==> src/rtl/hazard_fwd_unit.sv <==
// hazard_fwd_unit: multi-stage RV32 forwarding selects plus load-use / memory-wait stall and branch flush sequencing
// Ports: rs1/rs2/use_rs1/use_rs2 describe the consumer; stg_rd/stg_rf_wr/stg_is_load describe producer stages
// 1..NUM_STAGES (stage 1 nearest, in the low bits); br_taken and mem_ready drive the FSM; fwd_sel1/fwd_sel2
// give 0 = register file or k = stage k; stall/flush steer the front end.
// Optional HAZARD_PERF_EN adds stall_cnt (cycles stalled) and flush_cnt (flush rising edges), both saturating.
module hazard_fwd_unit #(
  parameter int NUM_STAGES = 2,
  parameter int LOAD_STALL = 1,
  parameter int FLUSH_CYCLES = 1,
  parameter int SELW = $clog2(NUM_STAGES + 1)
) (
  input  logic                    clk,
  input  logic                    rst_n,
  input  logic [4:0]              rs1,
  input  logic [4:0]              rs2,
  input  logic                    use_rs1,
  input  logic                    use_rs2,
  input  logic [5*NUM_STAGES-1:0] stg_rd,
  input  logic [NUM_STAGES-1:0]   stg_rf_wr,
  input  logic [NUM_STAGES-1:0]   stg_is_load,
  input  logic                    br_taken,
  input  logic                    mem_ready,
  output logic [SELW-1:0]         fwd_sel1,
  output logic [SELW-1:0]         fwd_sel2,
  output logic                    stall,
  output logic                    flush
`ifdef HAZARD_PERF_EN
  ,
  output logic [31:0]             stall_cnt,
  output logic [31:0]             flush_cnt
`endif
);
  typedef enum logic [1:0] {IDLE, STALL, FLUSH} state_t;
  localparam logic [2:0] LS_M1 = 3'(LOAD_STALL - 1);
  localparam logic [2:0] FC_M1 = 3'(FLUSH_CYCLES - 1);
  // single-cycle configurations never leave IDLE
  localparam state_t BR_NXT = (FLUSH_CYCLES > 1) ? FLUSH : IDLE;
  localparam state_t LU_NXT = (LOAD_STALL > 1) ? STALL : IDLE;
  state_t st, nxt;
  logic [2:0] cnt, cnt_n;
  logic [SELW-1:0] sel1_c, sel2_c;
  logic stall_c, flush_c, lu;
  logic unused_ld;
  assign unused_ld = ^stg_is_load;
  // walk far to near so the nearest matching producer overwrites
  always_comb begin
    sel1_c = '0;
    sel2_c = '0;
    for (int k = NUM_STAGES; k >= 1; k--) begin
      if (stg_rf_wr[k-1] && stg_rd[5*k-1 -: 5] == rs1 && rs1 != 5'd0 && use_rs1) sel1_c = SELW'(k);
      if (stg_rf_wr[k-1] && stg_rd[5*k-1 -: 5] == rs2 && rs2 != 5'd0 && use_rs2) sel2_c = SELW'(k);
    end
  end
  assign lu = stg_is_load[0] && stg_rf_wr[0] && stg_rd[4:0] != 5'd0 &&
              ((use_rs1 && rs1 == stg_rd[4:0]) || (use_rs2 && rs2 == stg_rd[4:0]));
  always_comb begin
    nxt = st;
    cnt_n = cnt;
    stall_c = 1'b0;
    flush_c = 1'b0;
    if (st == FLUSH) begin
      flush_c = 1'b1;
      cnt_n = br_taken ? FC_M1 : 3'(cnt - 3'd1);
      nxt = (!br_taken && cnt == 3'd1) ? IDLE : FLUSH;
    end else if (br_taken) begin
      flush_c = 1'b1;
      nxt = BR_NXT;
      cnt_n = FC_M1;
    end else if (st == STALL) begin
      stall_c = 1'b1;
      // memory wait freezes the load-use countdown
      cnt_n = mem_ready ? 3'(cnt - 3'd1) : cnt;
      nxt = (mem_ready && cnt == 3'd1) ? IDLE : STALL;
    end else if (lu) begin
      stall_c = 1'b1;
      nxt = LU_NXT;
      cnt_n = LS_M1;
    end else begin
      stall_c = ~mem_ready;
    end
  end
  always_ff @(posedge clk or negedge rst_n) begin
    if (!rst_n) begin
      st <= IDLE;
      cnt <= '0;
    end else begin
      st <= nxt;
      cnt <= cnt_n;
    end
  end
  // outputs are gated so they drop the instant reset asserts, even mid-sequence
  assign fwd_sel1 = rst_n ? sel1_c : '0;
  assign fwd_sel2 = rst_n ? sel2_c : '0;
  assign stall = rst_n & stall_c;
  assign flush = rst_n & flush_c;
`ifdef HAZARD_PERF_EN
  logic flush_q;
  always_ff @(posedge clk or negedge rst_n) begin
    if (!rst_n) begin
      stall_cnt <= '0;
      flush_cnt <= '0;
      flush_q <= 1'b0;
    end else begin
      flush_q <= flush;
      if (stall && stall_cnt != '1) stall_cnt <= stall_cnt + 32'd1;
      if (flush && !flush_q && flush_cnt != '1) flush_cnt <= flush_cnt + 32'd1;
    end
  end
`endif
endmodule

==> config.mk <==
export PLATFORM = sky130hd
export DESIGN_NAME = hazard_fwd_unit
export DESIGN_NICKNAME = d
export VERILOG_FILES = /design/src/rtl/hazard_fwd_unit.sv
export SDC_FILE = /design/constraint.sdc
export NUM_CORES = 1
export LEC_CHECK = 0
export ABC_AREA = 1
export CAP_MARGIN = 25
export CORE_UTILIZATION = 30
export CTS_CLUSTER_SIZE = 24
export DETAILED_ROUTE_END_ITERATION = 16
export SYNTH_ARGS = -nofsm -noshare
export SYNTH_HDL_FRONTEND = slang
export SYNTH_SLANG_ARGS = --single-unit
==> constraint.sdc <==
create_clock -name clk -period 1.7 [get_ports clk]
set_input_delay 0.17 -clock clk [delete_from_list [all_inputs] [get_ports clk]]
set_output_delay 0.17 -clock clk [all_outputs]
set_load 0.02 [all_outputs]
After elaboration in Yosys (flattened, before gate mapping)
Index checks and enable logic that the tools add are counted.
- flip-flop bits (word level): 5
- input port bits: 30
- output and inout port bits: 6
- logic and storage cells: 66
- $add $sub $neg: 1
- eq/ne operators: 10
- multiplexer cells: 24
- bitwise logic cells: 3
- reductions and logical operators: 26
- operators with widths (cell ; count):
    5-bit equality test ; 6
    2-bit 2-to-1 mux ; 11
    1-bit logical AND ; 19
    3-bit 2-to-1 mux ; 6
    5-bit nonzero test ; 3
    1-bit 2-to-1 mux ; 7
    4-bit inequality test, second input constant ; 1
    4-bit nonzero test ; 1
    3-bit by 1-bit equality test with 1-bit output, second input constant ; 1
    3-bit by 1-bit subtractor with 3-bit output, second input constant ; 1
    1-bit AND ; 2
    2-bit by 1-bit equality test with 1-bit output, second input constant ; 1
    2-bit equality test, second input constant ; 1
    2-bit AND reduction ; 1
    1-bit zero test ; 1
    1-bit logical OR ; 1
    1-bit NOT ; 1

Logic depth before layout (Yosys ltp)
Gate-level depths: netlist (run 1).
- depth after elaboration: 9
- depth in mapped cells: 11
- depth with buffers taken out: 11

Worst setup path after synthesis (run 1)
No wires, ideal clock.
- kind: input to output
- start: input port stg_rd[4]
- end: output port fwd_sel2[1]
- data arrival time: 1.197 ns
- data required time: 1.530 ns
- path slack: 0.333 ns
- stages on the path: 6
- path buffers: 0
- cells stage by stage: inv_1 nand2_1 nand2_1 nor2_1 nand4_1 nor4b_1
- word-level cells in the longest chain between the ends: 6
- ends and longest elaborated chain (what ; line ; text):
    start: declaration ; 18 ; input logic [5*NUM_STAGES-1:0] stg_rd,
    5-bit equality test ; 51 ; if (stg_rf_wr[k-1] && stg_rd[5*k-1 -: 5] == rs2 && rs2 != 5'd0 && use_rs2) sel2_c = SELW'(k);
    1-bit logical AND (3 in series) ; 51 ;
    2-bit 2-to-1 mux ; 51 ;
    2-bit 2-to-1 mux ; 93 ; assign fwd_sel2 = rst_n ? sel2_c : '0;
    end: declaration ; 24 ; output logic [SELW-1:0] fwd_sel2,
Every way passes these cells.

Worst setup path in the final report (run 1)
- start: input port use_rs2
- end: output port stall
- word-level cells in the longest chain between the ends: 8
- ends and longest elaborated chain (what ; line ; text):
    start: declaration ; 17 ; input logic use_rs2,
    1-bit logical AND ; 55 ; ((use_rs1 && rs1 == stg_rd[4:0]) || (use_rs2 && rs2 == stg_rd[4:0]));
    1-bit logical OR ; 55 ;
    1-bit logical AND ; 54 ; assign lu = stg_is_load[0] && stg_rf_wr[0] && stg_rd[4:0] != 5'd0 &&
    1-bit 2-to-1 mux ; 74 ; end else if (lu) begin
    1-bit 2-to-1 mux ; 69 ; end else if (st == STALL) begin
    1-bit 2-to-1 mux ; 65 ; end else if (br_taken) begin
    1-bit 2-to-1 mux ; 61 ; if (st == FLUSH) begin
    1-bit AND ; 94 ; assign stall = rst_n & stall_c;
    end: declaration ; 25 ; output logic stall,
Every way passes these cells.

==> impl_results.md, run 1 <==
- Outcome: finished clean
- Slew @ Worst Pin: 0.3964 ns
- Yosys top cell area share: 21.09%
- Cell Area, Placed: 0.001336 mm2
- Number of global-route vias before repair: 933
- GRT Total Usage: 19.05%
- RSZ-0062 raised after global routing: no
- Beginning of the critical path: use_rs2
- Fin area: 0.001388 mm2
- Synth top area cells: nand2_1, dfrtp_1, inv_1
- Post-synth ARST share: 100.0%
- Reg-to-Reg End: cnt[2]$_DFFE_PN0P_
- Yosys cell types: 22
- Synth-to-layout area growth: 73.28%
- Fin crit period: 1.595 ns
- Global route total overflow: 0
- Starting Density: 32.03%
- Rows: 18
- Worst endpoint data arrival time: 1.42 ns
- Global-route wire length before repair: 3.905 mm
- DR iter-0 viols: 15
- Layout cells sized above 1: 24.62%
- CP Class: primary input to output port
- Antenna viol nets, final: 0
- Pwr Total: 0.4825 mW
- Clk pin slew, worst setup/hold paths: 0.05 ns
- CTS tree: yes
- Synthesized area per cell: 5.720 um2
- Via count: 1032
- CTS H-tree depth: 1
- Max Freq: 0.6270 GHz
- Final Util: 55.51%
- 1st-pass router iterations: 4
- Final Hold Viols: 0
- Crit path launch type: primary input
- Largest net degree at the start of global routing: 8
- PortBufs: 34
- Worst r2r path cells: 6
- Leakage: 0.8086 nW
- Nets: 234
- Top-count cell post-synth: nand2_1
- Final setup margin: 0.1050 ns
- Placer congestion estimate: 0.8298
- Post-CTS Setup Bufs: 0
- Detail Placement HPWL: 2.089 mm
- Final hold slack: 0.2976 ns
- Core area: 0.002500 mm2
- Post-Syn Area: 800.8 um2
- Initial antenna violation count: 0
- Clock Sinks: 5
- CTS root buf: clkbuf_4
- Slew margin rel.: 73.47%
- Number of diodes: 0
- Die Ht: 53.67 um
- Max VDD drop: 508.4 uV
- Post-synth EDFFs: 0
- Post-Synthesis Cells: 140
- Ys Warns: 0
- Drt drc: 0
- Clock buffer depth: 2
- Crit Reg-Reg Startpoint: st[0]$_DFFE_PN0P_
- Seq/Total Area, Yosys: 15.63%
- Tcrit/Tclk final: 93.82%
- Syn_nets: 174
- Crit path to: stall
- Setup crit end kind: output port
- Final Skew: 0.004594 ns
- Vias per inst: 4.507
- Top-level I/O count: 36
- Post-synth top cells: nand2_1, inv_1, nor2_1
- Main synth FF type: dfrtp_1
- Worst EP required: 1.53 ns
- Die X: 53.67 um
- Total CTS buffers: 3
- HP Class: primary input to async pin
- Pwr per Cell Area: 347.7 mW/mm2
- Clock latency on the worst-skew pair: 0.25 ns
- Pre-CTS WS: -0.4759 ns
- Final non-filler cell total: 229
- Final setup fails: 0
- R2R Setup Slk: 0.27 ns
- Maxcap violations: 0
- Final wirelength: 2.478 mm
- Max-slew violations: 0
- CP Max Fanout: 2
- Placed insts: 225
- Die ar.: 0.002880 mm2
- Routed length per instance: 10.82 um
- Setup TNS: 0 ns
- #FFs+latches synth: 5
- Synth area leader: nand2_1
==> cells by family after synthesis <==
group / after synthesis / share of synthesized area, %
AOI/OAI and AO/OA: 8 / 5.938
DFF: 5 / 15.63
adders and majority gates: 4 / 6.250
xor gates and xnor gates: 7 / 7.656
buffers and inverters: 26 / 12.19
and+or+nand+nor: 90 / 52.34
==> sequential cells by signal, summed over array words and instances (netlist names) <==
| signal | count |
|---|---|
| cnt | 3 |
| st | 2 |
==> final cells by class <==
type | count | area, um2
timing repair buffer | 55 | 480.5
sequential | 5 | 125.1
inverter | 26 | 97.59
tap | 30 | 37.54
fill | 256 | 1112
clock buffer | 4 | 26.28
multi-input combinational | 109 | 620.6
==> cell usage in the layout, fill, tap and decap left out, types with 2 or more instances in the layout <==
master	instances
nand2_4	2
nand3_1	11
inv_2	3
ha_1	4
dfrtp_1	5
nor2_1	14
buf_2	3
clkdlybuf4s50_1	13
nor3_2	3
dlygate4sd2_1	8
nand3_2	3
clkbuf_4	3
nor2_2	4
dlymetal6s2s_1	7
inv_1	23
xnor2_1	7
buf_4	23
nand2_1	45
nand4_1	3
o21ai_0	4
==> per-layer routing <==
layer | part of all wire [%] | track usage (%) | routed length, um | vias up
met5 | 0 | 0 | 0 | -
met1 | 47 | 25.38 | 1159 | 441
met3 | 6.9 | 5.367 | 171 | 2
li1 | - | - | - | 557
met4 | 0.16 | 2.632 | 4 | 0
met2 | 46 | 30.86 | 1142 | 32
==> worst min path at each step <==
stage | startpoint | end | slack [ns] | depth (start not counted)
3_3_place_gp | cnt[1]$_DFFE_PN0P_ | cnt[1]$_DFFE_PN0P_ | 0.46 | 2
6_report | rst_n | cnt[0]$_DFFE_PN0P_ | 0.30 | 2
4_1_cts | rst_n | cnt[1]$_DFFE_PN0P_ | 0.30 | 2
3_5_place_dp | cnt[1]$_DFFE_PN0P_ | cnt[1]$_DFFE_PN0P_ | 0.46 | 2
2_1_floorplan | rst_n | cnt[0]$_DFFE_PN0P_ | -0.13 | 0
5_1_grt | rst_n | cnt[0]$_DFFE_PN0P_ | 0.30 | 2
==> power by group <==
group          internal (mW)  switching (mW)  leakage (nW)
registers              0.119    0.0000000775        0.0699
logic                  0.116           0.108         0.724
clock network         0.0889          0.0507        0.0150
total                  0.324           0.158         0.809
==> critical path: stages <==
cell and delay [ns]:
clkdlybuf4s50_1 0.53, nand2_1 0.07, nor2_1 0.14, nand3_1 0.11, nand2_2 0.08, nand2_4 0.04
a21oi_1 0.12, buf_4 0.16
==> what timing repair did <==
item                                    4_1_cts  5_1_grt
resized for setup                            35       17
endpoints found under the setup margin        6        6
pin swaps                                     4        3
hold buffers                                  0        0
(Power assumes the default switching activity.)
==> run 2: changes to the inputs <==
--- a/config.mk
+++ b/config.mk
@@ -10,6 +10,8 @@
 export CORE_UTILIZATION = 30
 export CTS_CLUSTER_SIZE = 24
 export DETAILED_ROUTE_END_ITERATION = 16
+export GPL_TIMING_DRIVEN = 0
+export SETUP_SLACK_MARGIN = 0.5
 export SYNTH_ARGS = -nofsm -noshare
 export SYNTH_HDL_FRONTEND = slang
 export SYNTH_SLANG_ARGS = --single-unit
==> run 2 against run 1 <==
Core utilization rose by 1.3 points. Routed wire length increased by 4.1%. Global-route usage up 0.16 points. Largest power group unchanged.
==> impl_results.md, run 2 (same netlist as run 1, synthesis figures left out) <==
- Max VDD drop: 257.9 uV (-49%)
- Clock Sinks: 5 (unchanged)
- Crit path launch type: flop
- Flip-flop count of the largest register after layout: 3 (unchanged)
- Most frequent cells in the layout: nand2_1, nand2_2, inv_2, buf_4
- Leakage: 0.7200 nW (-11%)
- Clock latency on the worst-skew pair: 0.25 ns (about the same)
- Initial antenna violation count: 0 (unchanged)
- Most common cell after layout, fill and taps aside: nand2_1
- Fin crit period: 1.444 ns (-0.1507 ns)
- Number of diodes: 0 (unchanged)
- DR iter-0 viols: 28 (+13)
- Switching power: 0.1825 mW (+15%)
- CTS H-tree depth: 1 (unchanged)
- Layout cells sized above 1: 52.17% (+28 points)
- Comb power frac: 48.4% (+2.1 points)
- CP max stage delay: 0.41 ns (-0.12 ns)
- Worst endpoint data arrival time: 1.27 ns (-0.15 ns)
- Global route total overflow: 0 (unchanged)
- Max Freq: 0.6924 GHz (+10%)
- Switching Share: 36.11% (+3.3 points)
- Vias per inst: 4.757 (+5.6%)
- Biggest register: cnt
- Pre-CTS WS: -0.5439 ns (-0.06803 ns)
- Final setup margin: 0.2557 ns (+0.1507 ns)
- Tcrit/Tclk final: 84.96% (-8.9 points)
- Placer congestion estimate: 0.8219 (-0.95%)
- Nets: 219 (-6.4%)
- Via count: 1018 (-1.4%)
- Die Ht: 53.67 um (unchanged)
- Routed length per instance: 12.05 um (+11%)
- Part of the power in registers: 23.6% (-1.2 points)
- Final Skew: 0.009643 ns (+0.005049 ns)
- Cell Int Power: 0.3229 mW (-0.36%)
- Total CTS buffers: 3 (unchanged)
- Global-route wire length before repair: 4.057 mm (+3.9%)
- CP Class: flop to output port
- Rows: 18 (unchanged)
- Outcome: finished clean
- 1st-pass router iterations: 4 (unchanged)
- Max-slew violations: 0 (unchanged)
- Slew margin rel.: 81.46% (+8.0 points)
- Drt drc: 0 (unchanged)
- Biggest regs: cnt: 3 flops, st: 2 flops
- Worst path cell trace: inv_1 > ha_2 > nor2_2 > a21oi_4 > buf_6
- Slowest cell on crit path: dfrtp_1
- Die X: 53.67 um (unchanged)
- CTS root buf: clkbuf_4
- Slew @ Worst Pin: 0.2759 ns (-0.1205 ns)
- RSZ-0062 raised after global routing: yes
- Synth-to-layout area growth: 77.19%
- Detail Placement HPWL: 1.933 mm (-7.5%)
- Setup TNS: 0 ns (unchanged)
- Die ar.: 0.002880 mm2 (unchanged)
- Worst EP required: 1.53 ns (about the same)
- CTS tree: yes
- Final wirelength: 2.579 mm (+4.1%)
- Clock buffer depth: 2 (unchanged)
- HP Class: primary input to async pin
- Clk pwr share: 28.0% (-0.9 points)
- Pwr Total: 0.5054 mW (+4.8%)
- CP Max Fanout: 4 (+2)
- Setup crit end kind: output port
- Number of global-route vias before repair: 979 (+4.9%)
- Maxcap violations: 0 (unchanged)
- Final Util: 56.76% (+1.3 points)
- Largest net degree at the start of global routing: 8 (unchanged)
- Final Hold Viols: 0 (unchanged)
- PortBufs: 34 (unchanged)
- Pwr per Cell Area: 356.2 mW/mm2 (+2.4%)
- Clk pin slew, worst setup/hold paths: 0.05 ns (about the same)
- Core area: 0.002500 mm2 (unchanged)
- Starting Density: 32.03% (unchanged)
- GRT Total Usage: 19.21% (+0.16 points)
- Final setup fails: 0 (unchanged)
- Antenna viol nets, final: 0 (unchanged)
- Top-level I/O count: 36 (unchanged)
- R2R Setup Slk: 0.41 ns (+0.14 ns)
## run 2: final cells by class
type | count | area [um2]
Timing Repair Buffer | 40 | 370.4
Sequential cell | 5 | 125.1
Inverter | 26 | 110.1
Multi-Input combinational cell | 109 | 748.2
Fill cell | 233 | 1081
Clock buffer | 3 | 22.52
Clock inverter | 1 | 5.005
Tap cell | 30 | 37.54
## run 2: per-stage QoR
| stage | hold slack [ns] | area (um2) | instances |
|---|---|---|---|
| after floorplan | -0.1256 | 827.0 | 140 |
| after global placement | 0.4594 | 1205 | 204 |
| after detailed placement | 0.4589 | 1205 | 204 |
| after CTS | 0.4076 | 1287 | 211 |
| after global routing | 0.4392 | 1419 | 214 |
| final | 0.4129 | 1419 | 214 |
## run 2: worst paths after layout
path	from	to	cells past startpoint
min in group clk	cnt[1]$_DFFE_PN0P_	cnt[1]$_DFFE_PN0P_	2
max	st[1]$_DFFE_PN0P_	stall	5
max in group asynchronous	rst_n	cnt[2]$_DFFE_PN0P_	2
min reg2reg	cnt[1]$_DFFE_PN0P_	cnt[1]$_DFFE_PN0P_	2
min	rst_n	st[0]$_DFFE_PN0P_	2
max reg2reg	st[1]$_DFFE_PN0P_	cnt[2]$_DFFE_PN0P_	6
## run 2: worst max-delay path: cells and delay by family, from the launching register on
kind / cells / cell delay [ns]
compound gates: 1 / 0.14
buf+inv: 2 / 0.20
simple gates: 1 / 0.06
flops: 1 / 0.41
fa+ha+maj: 1 / 0.21
## run 2: metal layers
layer  vias to the layer above  global-route usage (%)  share of wire, %
met5                         -                       0                 0
met4                         0                   7.456              0.74
met3                         6                   1.977               4.8
met2                        31                   35.39                53
met1                       450                   22.34                41
li1                        531                       -                 -
## run 2: power groups by stage
stage	registers [mW]	clock network, mW	logic [mW]
after floorplan	0.121	0	0.0902
after global placement	0.121	0	0.198
after detailed placement	0.121	0	0.199
after CTS	0.119	0.150	0.214
after global routing	0.119	0.157	0.264
final	0.119	0.142	0.245
## run 2: repair_timing
action                                  CTS  global route
pin swaps                                32            22
endpoints found under the setup margin   11            11
buffers inserted                          2             3
hold buffers                              1             0
hold endpoints to repair                  5             0
resized for setup                       177            37
